$ cat src/rtl/div_result_bcd.sv
// div_result_bcd: converts one quotient/remainder pair from div_16bit into packed BCD.
// It uses a sequential double-dabble that shifts one bit per clock, and it holds
// one conversion at a time.
//
// Ports
//   clk, rst_n            : clock (rising edge), asynchronous active-low reset
//   in_valid / in_ready   : input handshake; in_ready is high only in IDLE
//   quotient, remainder   : DATA_W-bit operands
//   in_dz                 : divisor was zero; the operands are ignored
//   out_valid / out_ready : output handshake; the result is held until it is accepted
//   quo_bcd, rem_bcd      : packed BCD results, digit 0 in [3:0]
//   out_err               : the result came from a divide-by-zero (all digits 4'hE)
//   busy                  : high in SHIFT or DONE
//
// Optional feature macro: DIV_BCD_LEADZERO_BLANK_EN
//   When this macro is defined, leading zero digits (never digit 0) read 4'hF.
//   The divide-by-zero pattern is never blanked.
module div_result_bcd #(
    parameter int unsigned DATA_W = 16,
    parameter int unsigned DIGITS = 5
) (
    input  logic                  clk,
    input  logic                  rst_n,
    input  logic                  in_valid,
    output logic                  in_ready,
    input  logic [DATA_W-1:0]     quotient,
    input  logic [DATA_W-1:0]     remainder,
    input  logic                  in_dz,
    output logic                  out_valid,
    input  logic                  out_ready,
    output logic [4*DIGITS-1:0]   quo_bcd,
    output logic [4*DIGITS-1:0]   rem_bcd,
    output logic                  out_err,
    output logic                  busy
);

    localparam int unsigned BCD_W = 4 * DIGITS;
    localparam int unsigned CNT_W = $clog2(DATA_W + 1);

    typedef enum logic [1:0] {
        IDLE  = 2'd0,
        SHIFT = 2'd1,
        DONE  = 2'd2
    } state_t;

    state_t             state, state_d;
    logic [DATA_W-1:0]  q_sh, q_sh_d, r_sh, r_sh_d;
    logic [BCD_W-1:0]   q_acc, q_acc_d, r_acc, r_acc_d;
    logic [CNT_W-1:0]   bit_cnt, bit_cnt_d;
    logic               in_ready_d, out_valid_d, out_err_d, busy_d;
    logic [BCD_W-1:0]   quo_bcd_d, rem_bcd_d;
    logic [BCD_W-1:0]   q_step, r_step;

    // One double-dabble step: add 3 to every digit >= 5 with no carry between digits,
    // then shift in the next operand bit.
    function automatic logic [BCD_W-1:0] dabble(input logic [BCD_W-1:0] acc, input logic bit_in);
        logic [BCD_W-1:0] adj;
        logic [3:0]       d;
        adj = acc;
        for (int i = 0; i < int'(DIGITS); i++) begin
            d = acc[4*i +: 4];
            if (d >= 4'd5) d = d + 4'd3;
            adj[4*i +: 4] = d;
        end
        return {adj[BCD_W-2:0], bit_in};
    endfunction

`ifdef DIV_BCD_LEADZERO_BLANK_EN
    // Replace leading zero digits with 4'hF, scanning from the most significant digit.
    // Digit 0 is always kept.
    function automatic logic [BCD_W-1:0] blank_lz(input logic [BCD_W-1:0] v);
        logic [BCD_W-1:0] r;
        logic             lead;
        r    = v;
        lead = 1'b1;
        for (int i = int'(DIGITS) - 1; i > 0; i--) begin
            if (lead && (v[4*i +: 4] == 4'd0)) r[4*i +: 4] = 4'hF;
            else                               lead = 1'b0;
        end
        return r;
    endfunction
`endif

    assign q_step = dabble(q_acc, q_sh[DATA_W-1]);
    assign r_step = dabble(r_acc, r_sh[DATA_W-1]);

    // State, datapath and output registers
    always_ff @(posedge clk or negedge rst_n) begin
        if (!rst_n) begin
            state     <= IDLE;
            q_sh      <= '0;
            r_sh      <= '0;
            q_acc     <= '0;
            r_acc     <= '0;
            bit_cnt   <= '0;
            in_ready  <= 1'b1;
            out_valid <= 1'b0;
            out_err   <= 1'b0;
            busy      <= 1'b0;
            quo_bcd   <= '0;
            rem_bcd   <= '0;
        end else begin
            state     <= state_d;
            q_sh      <= q_sh_d;
            r_sh      <= r_sh_d;
            q_acc     <= q_acc_d;
            r_acc     <= r_acc_d;
            bit_cnt   <= bit_cnt_d;
            in_ready  <= in_ready_d;
            out_valid <= out_valid_d;
            out_err   <= out_err_d;
            busy      <= busy_d;
            quo_bcd   <= quo_bcd_d;
            rem_bcd   <= rem_bcd_d;
        end
    end

    // Next-state and next-register values
    always_comb begin
        state_d   = state;
        q_sh_d    = q_sh;
        r_sh_d    = r_sh;
        q_acc_d   = q_acc;
        r_acc_d   = r_acc;
        bit_cnt_d = bit_cnt;
        out_err_d = out_err;
        quo_bcd_d = quo_bcd;
        rem_bcd_d = rem_bcd;

        case (state)
            IDLE: begin
                if (in_valid && in_ready) begin
                    q_sh_d    = quotient;
                    r_sh_d    = remainder;
                    q_acc_d   = '0;
                    r_acc_d   = '0;
                    bit_cnt_d = '0;
                    out_err_d = in_dz;
                    if (in_dz) begin
                        state_d   = DONE;
                        quo_bcd_d = {DIGITS{4'hE}};
                        rem_bcd_d = {DIGITS{4'hE}};
                    end else begin
                        state_d   = SHIFT;
                    end
                end
            end
            SHIFT: begin
                q_acc_d   = q_step;
                r_acc_d   = r_step;
                q_sh_d    = {q_sh[DATA_W-2:0], 1'b0};
                r_sh_d    = {r_sh[DATA_W-2:0], 1'b0};
                bit_cnt_d = bit_cnt + CNT_W'(1);
                if (bit_cnt == CNT_W'(DATA_W - 1)) begin
                    state_d   = DONE;
`ifdef DIV_BCD_LEADZERO_BLANK_EN
                    quo_bcd_d = blank_lz(q_step);
                    rem_bcd_d = blank_lz(r_step);
`else
                    quo_bcd_d = q_step;
                    rem_bcd_d = r_step;
`endif
                end
            end
            DONE: begin
                if (out_valid && out_ready) state_d = IDLE;
            end
            default: state_d = IDLE;
        endcase

        // out_valid follows one edge after DONE entry and drops on the handshake edge
        out_valid_d = (state == DONE) && (state_d == DONE);
        in_ready_d  = (state_d == IDLE);
        busy_d      = (state_d != IDLE);
    end

endmodule

$ cat config.mk
export PLATFORM = sky130hd
export DESIGN_NAME = div_result_bcd
export DESIGN_NICKNAME = d
export VERILOG_FILES = /design/src/rtl/div_result_bcd.sv
export SDC_FILE = /design/constraint.sdc
export NUM_CORES = 1
export LEC_CHECK = 0
export ABC_AREA = 1
export BUFFER_PORTS_ARGS = -buffer_cell sky130_fd_sc_hd__buf_4
export CORE_ASPECT_RATIO = 1.4
export CORE_MARGIN = 1
export CORE_UTILIZATION = 35
export CTS_CLUSTER_SIZE = 24
export DETAILED_ROUTE_END_ITERATION = 12
export PLACE_DENSITY = 0.62
export RECOVER_POWER = 100
export SETUP_SLACK_MARGIN = 0.2
export SLEW_MARGIN = 20
export SYNTH_ARGS = -nofsm -noshare
export SYNTH_HDL_FRONTEND = slang
export SYNTH_SLANG_ARGS = --single-unit
$ cat constraint.sdc
create_clock -name clk -period 1.6 [get_ports clk]
set_input_delay 0.24 -clock clk [delete_from_list [all_inputs] [get_ports clk]]
set_output_delay 0.24 -clock clk [all_outputs]
set_load 0.05 [all_outputs]
==> flow_metrics.tcl <==
set metrics [dict create \
    syn-num-nets 859 \
    final_antenna_net_count 0 \
    setup_viol 0 \
    p_per_area_nw_per_um2 1690 \
    route.detailed.drc 0 \
    cts.sinks 123 \
    path_clk_slew_ns 0.06 \
    relSlewSlack_pct 60.3 \
    grt_pass1_wl_um 25700 \
    min_period_over_period_pct 97.3 \
    core_area_um2 17500 \
    final_cell_mix "nand2_1 (199), dfrtp_1 (121), buf_4 (111)" \
    skew_ns 0.00720 \
    worst-path-buf-inv 2 \
    maxSlewViolCount 0 \
    dp_slack_ns -0.00784 \
    fin_nets 1010 \
    arrival_ns 1.93 \
    wire_per_inst_um 15.2 \
    synth.avg_cell_area_um2 7.90 \
    wl_um 18200 \
    ctsRootBufferMaster "clkbuf_16" \
    std_cell_rows 57 \
    insertion_delay_ns 0.43 \
    place_congestion 0.834 \
    maxCapViolCount 0 \
    ys_seq_elements 123 \
    crit_fanout 2 \
    min_path_type "primary input to register" \
    cts_tree "built" \
    crit_chain "ha_2, nand2_2, nor2_4, ha_4, buf_4, or2_4, o21ai_4, nor2_2, inv_1" \
    clk_path_buf_depth 2 \
    yosys_warnings 0 \
    die_w_um 116 \
    initial_utilization_pct 36.0 \
    avgViaCountPerCell 4.92 \
    dp_hpwl_um 10700 \
    cp_slowest_cell "dfrtp_1" \
    fmaxAchievable_mhz 642 \
    grt_overflow 0 \
    detail_route.iter0.violations 225 \
    status "completed" \
    slowest_delay_ns 0.38 \
    grt_max_degree 41 \
    final-hold-violation-count 0 \
    grt_pass1_vias 5487 \
    cts_buffers 17 \
    cp.required_ns 1.97 \
    fin_ws_ns 0.0428 \
    num_antenna_cells 0 \
    fin_crit_ns 1.56 \
    final_common_cell "nand2_1" \
    syn-instance-count 800 \
    antenna_found_initial 0 \
    path_class "register to register" \
    ir_drop_v 0.00106 \
    p_leak_nw 4.65 \
    hold_ws_ns 0.0195 \
    dieArea_um2 18600 \
    end_kind "register" \
    yosysSeqAreaShare_pct 48.7 \
    path_delay_family "simple AND/OR/NAND/NOR gates" \
    firstDrtPassIters 4 \
    grt_usage_pct 17.8 \
    dp_cells 1113 \
    drive_gt1_share_pct 38.9 \
    start_kind "register" \
    syn2layout_area_growth_pct 51.2 \
    finalNonFillerCells 1200 \
    final_area_um2 9560 \
    ys_types 25 \
    io_buffers 80 \
    vias 5903 \
    netlist_area_um2 6320 \
    cts_max_level 4 \
    worstMarginPinSlew_ns 0.595 \
    io_pins 81 \
    rsz0062_at_grt "yes" \
    dpl-instance-area_um2 7500 \
    die_h_um 161 \
]
area by class of cell:
cell class | instances | area, um2
tap | 236 | 295
sequential | 123 | 3080
multi-input combinational | 542 | 3380
clock buffer | 17 | 425
timing repair buffer | 162 | 1730
inverter | 105 | 420
clock inverter | 15 | 221
fill | 1605 | 7990
cells in the mapped netlist:
| cell | number | share of area [%] |
|---|---|---|
| buf_4 | 7 | 0.83 |
| o22ai_1 | 21 | 2.1 |
| or2_2 | 1 | 0.099 |
| dfrtp_1 | 122 | 48 |
| inv_1 | 101 | 6.0 |
| nand3_1 | 52 | 4.1 |
| nand2_4 | 3 | 0.53 |
| o21ai_1 | 12 | 0.95 |
| ha_1 | 22 | 4.4 |
| nand3_4 | 1 | 0.28 |
| nor2_1 | 39 | 2.3 |
| a21oi_1 | 12 | 0.95 |
| inv_4 | 1 | 0.099 |
| nand2_2 | 2 | 0.20 |
| nand4_1 | 9 | 0.89 |
| buf_6 | 5 | 0.89 |
| nand2_1 | 259 | 15 |
| inv_2 | 3 | 0.18 |
| o21ai_0 | 84 | 6.7 |
| nor2_4 | 2 | 0.36 |
| nand3b_1 | 13 | 1.5 |
| dfstp_2 | 1 | 0.42 |
| buf_2 | 15 | 1.2 |
| clkbuf_1 | 3 | 0.18 |
| o21a_1 | 10 | 1.2 |
worst register-to-register path: cells and delay by family (launching register included):
kind / cells / cell delay, ns
compound gates: 1 / 0.14
fa+ha+maj: 2 / 0.38
simple gates: 4 / 0.43
buf+inv: 2 / 0.17
flops: 1 / 0.38
power by group:
group | switching [W] | leakage (nW) | total (W) | internal (W)
clock network | 0.00147 | 0.306 | 0.00423 | 0.00276
logic | 0.00422 | 2.84 | 0.00736 | 0.00314
registers | 0.000570 | 1.51 | 0.00457 | 0.00400
total | 0.00627 | 4.65 | 0.0162 | 0.00990
cells by family after synthesis:
| family | share of synthesized area (%) |
|---|---|
| DFF | 48.7 |
| AOI/OAI and AO/OA | 11.8 |
| adders and majority gates | 4.36 |
| and+or+nand+nor | 25.7 |
| buffers and inverters | 9.37 |
through the flow:
stage / total power, W / util, % / setup TNS, ns
final: 0.0162 / 54.5 / 0
after global routing: 0.0170 / 54.5 / -0.999
after CTS: 0.0137 / 47.5 / 0
after detailed placement: 0.00923 / 42.7 / -0.0226
after global placement: 0.00914 / 42.7 / 0
after floorplan: 0.00776 / - / 0
routing by layer:
| layer | vias to the layer above | routed length (um) | GRT usage [%] |
|---|---|---|---|
| met5 | - | 0 | 0 |
| met4 | 0 | 444 | 7.32 |
| met3 | 29 | 837 | 5.37 |
| met2 | 129 | 9560 | 29.6 |
| met1 | 2854 | 7340 | 21.1 |
| li1 | 2891 | - | - |
flip-flops by register name (all words and copies together) (netlist names):
name       count
bit_cnt        5
state          2
busy           1
in_ready       1
out_err        1
r_acc         20
r_sh          16
q_sh          16
out_valid      1
q_acc         20
quo_bcd       20
rem_bcd       20
path summary, 6_finish.rpt:
path,startpoint,cells after the start,slack (ns),endpoint
setup / recovery,bit_cnt[1],9,0.04,busy
hold / removal,remainder[0],3,0.02,r_sh[0]
setup reg to reg,bit_cnt[1],9,0.04,busy
hold reg to reg,quo_bcd[6],2,0.47,quo_bcd[6]
max in group asynchronous,rst_n,3,0.32,quo_bcd[17]
min in group asynchronous,rst_n,2,0.35,q_sh[10]
repair_timing:
action / in CTS / in global routing
setup endpoints to repair: 52 / 116
endpoints found under the hold margin: 19 / 0
buffers inserted: 7 / 30
hold buffers: 1 / 0
resized for setup: 30 / 221
pin swaps: 7 / 22
gates cloned: 1 / 16
(Power assumes the default switching activity.)
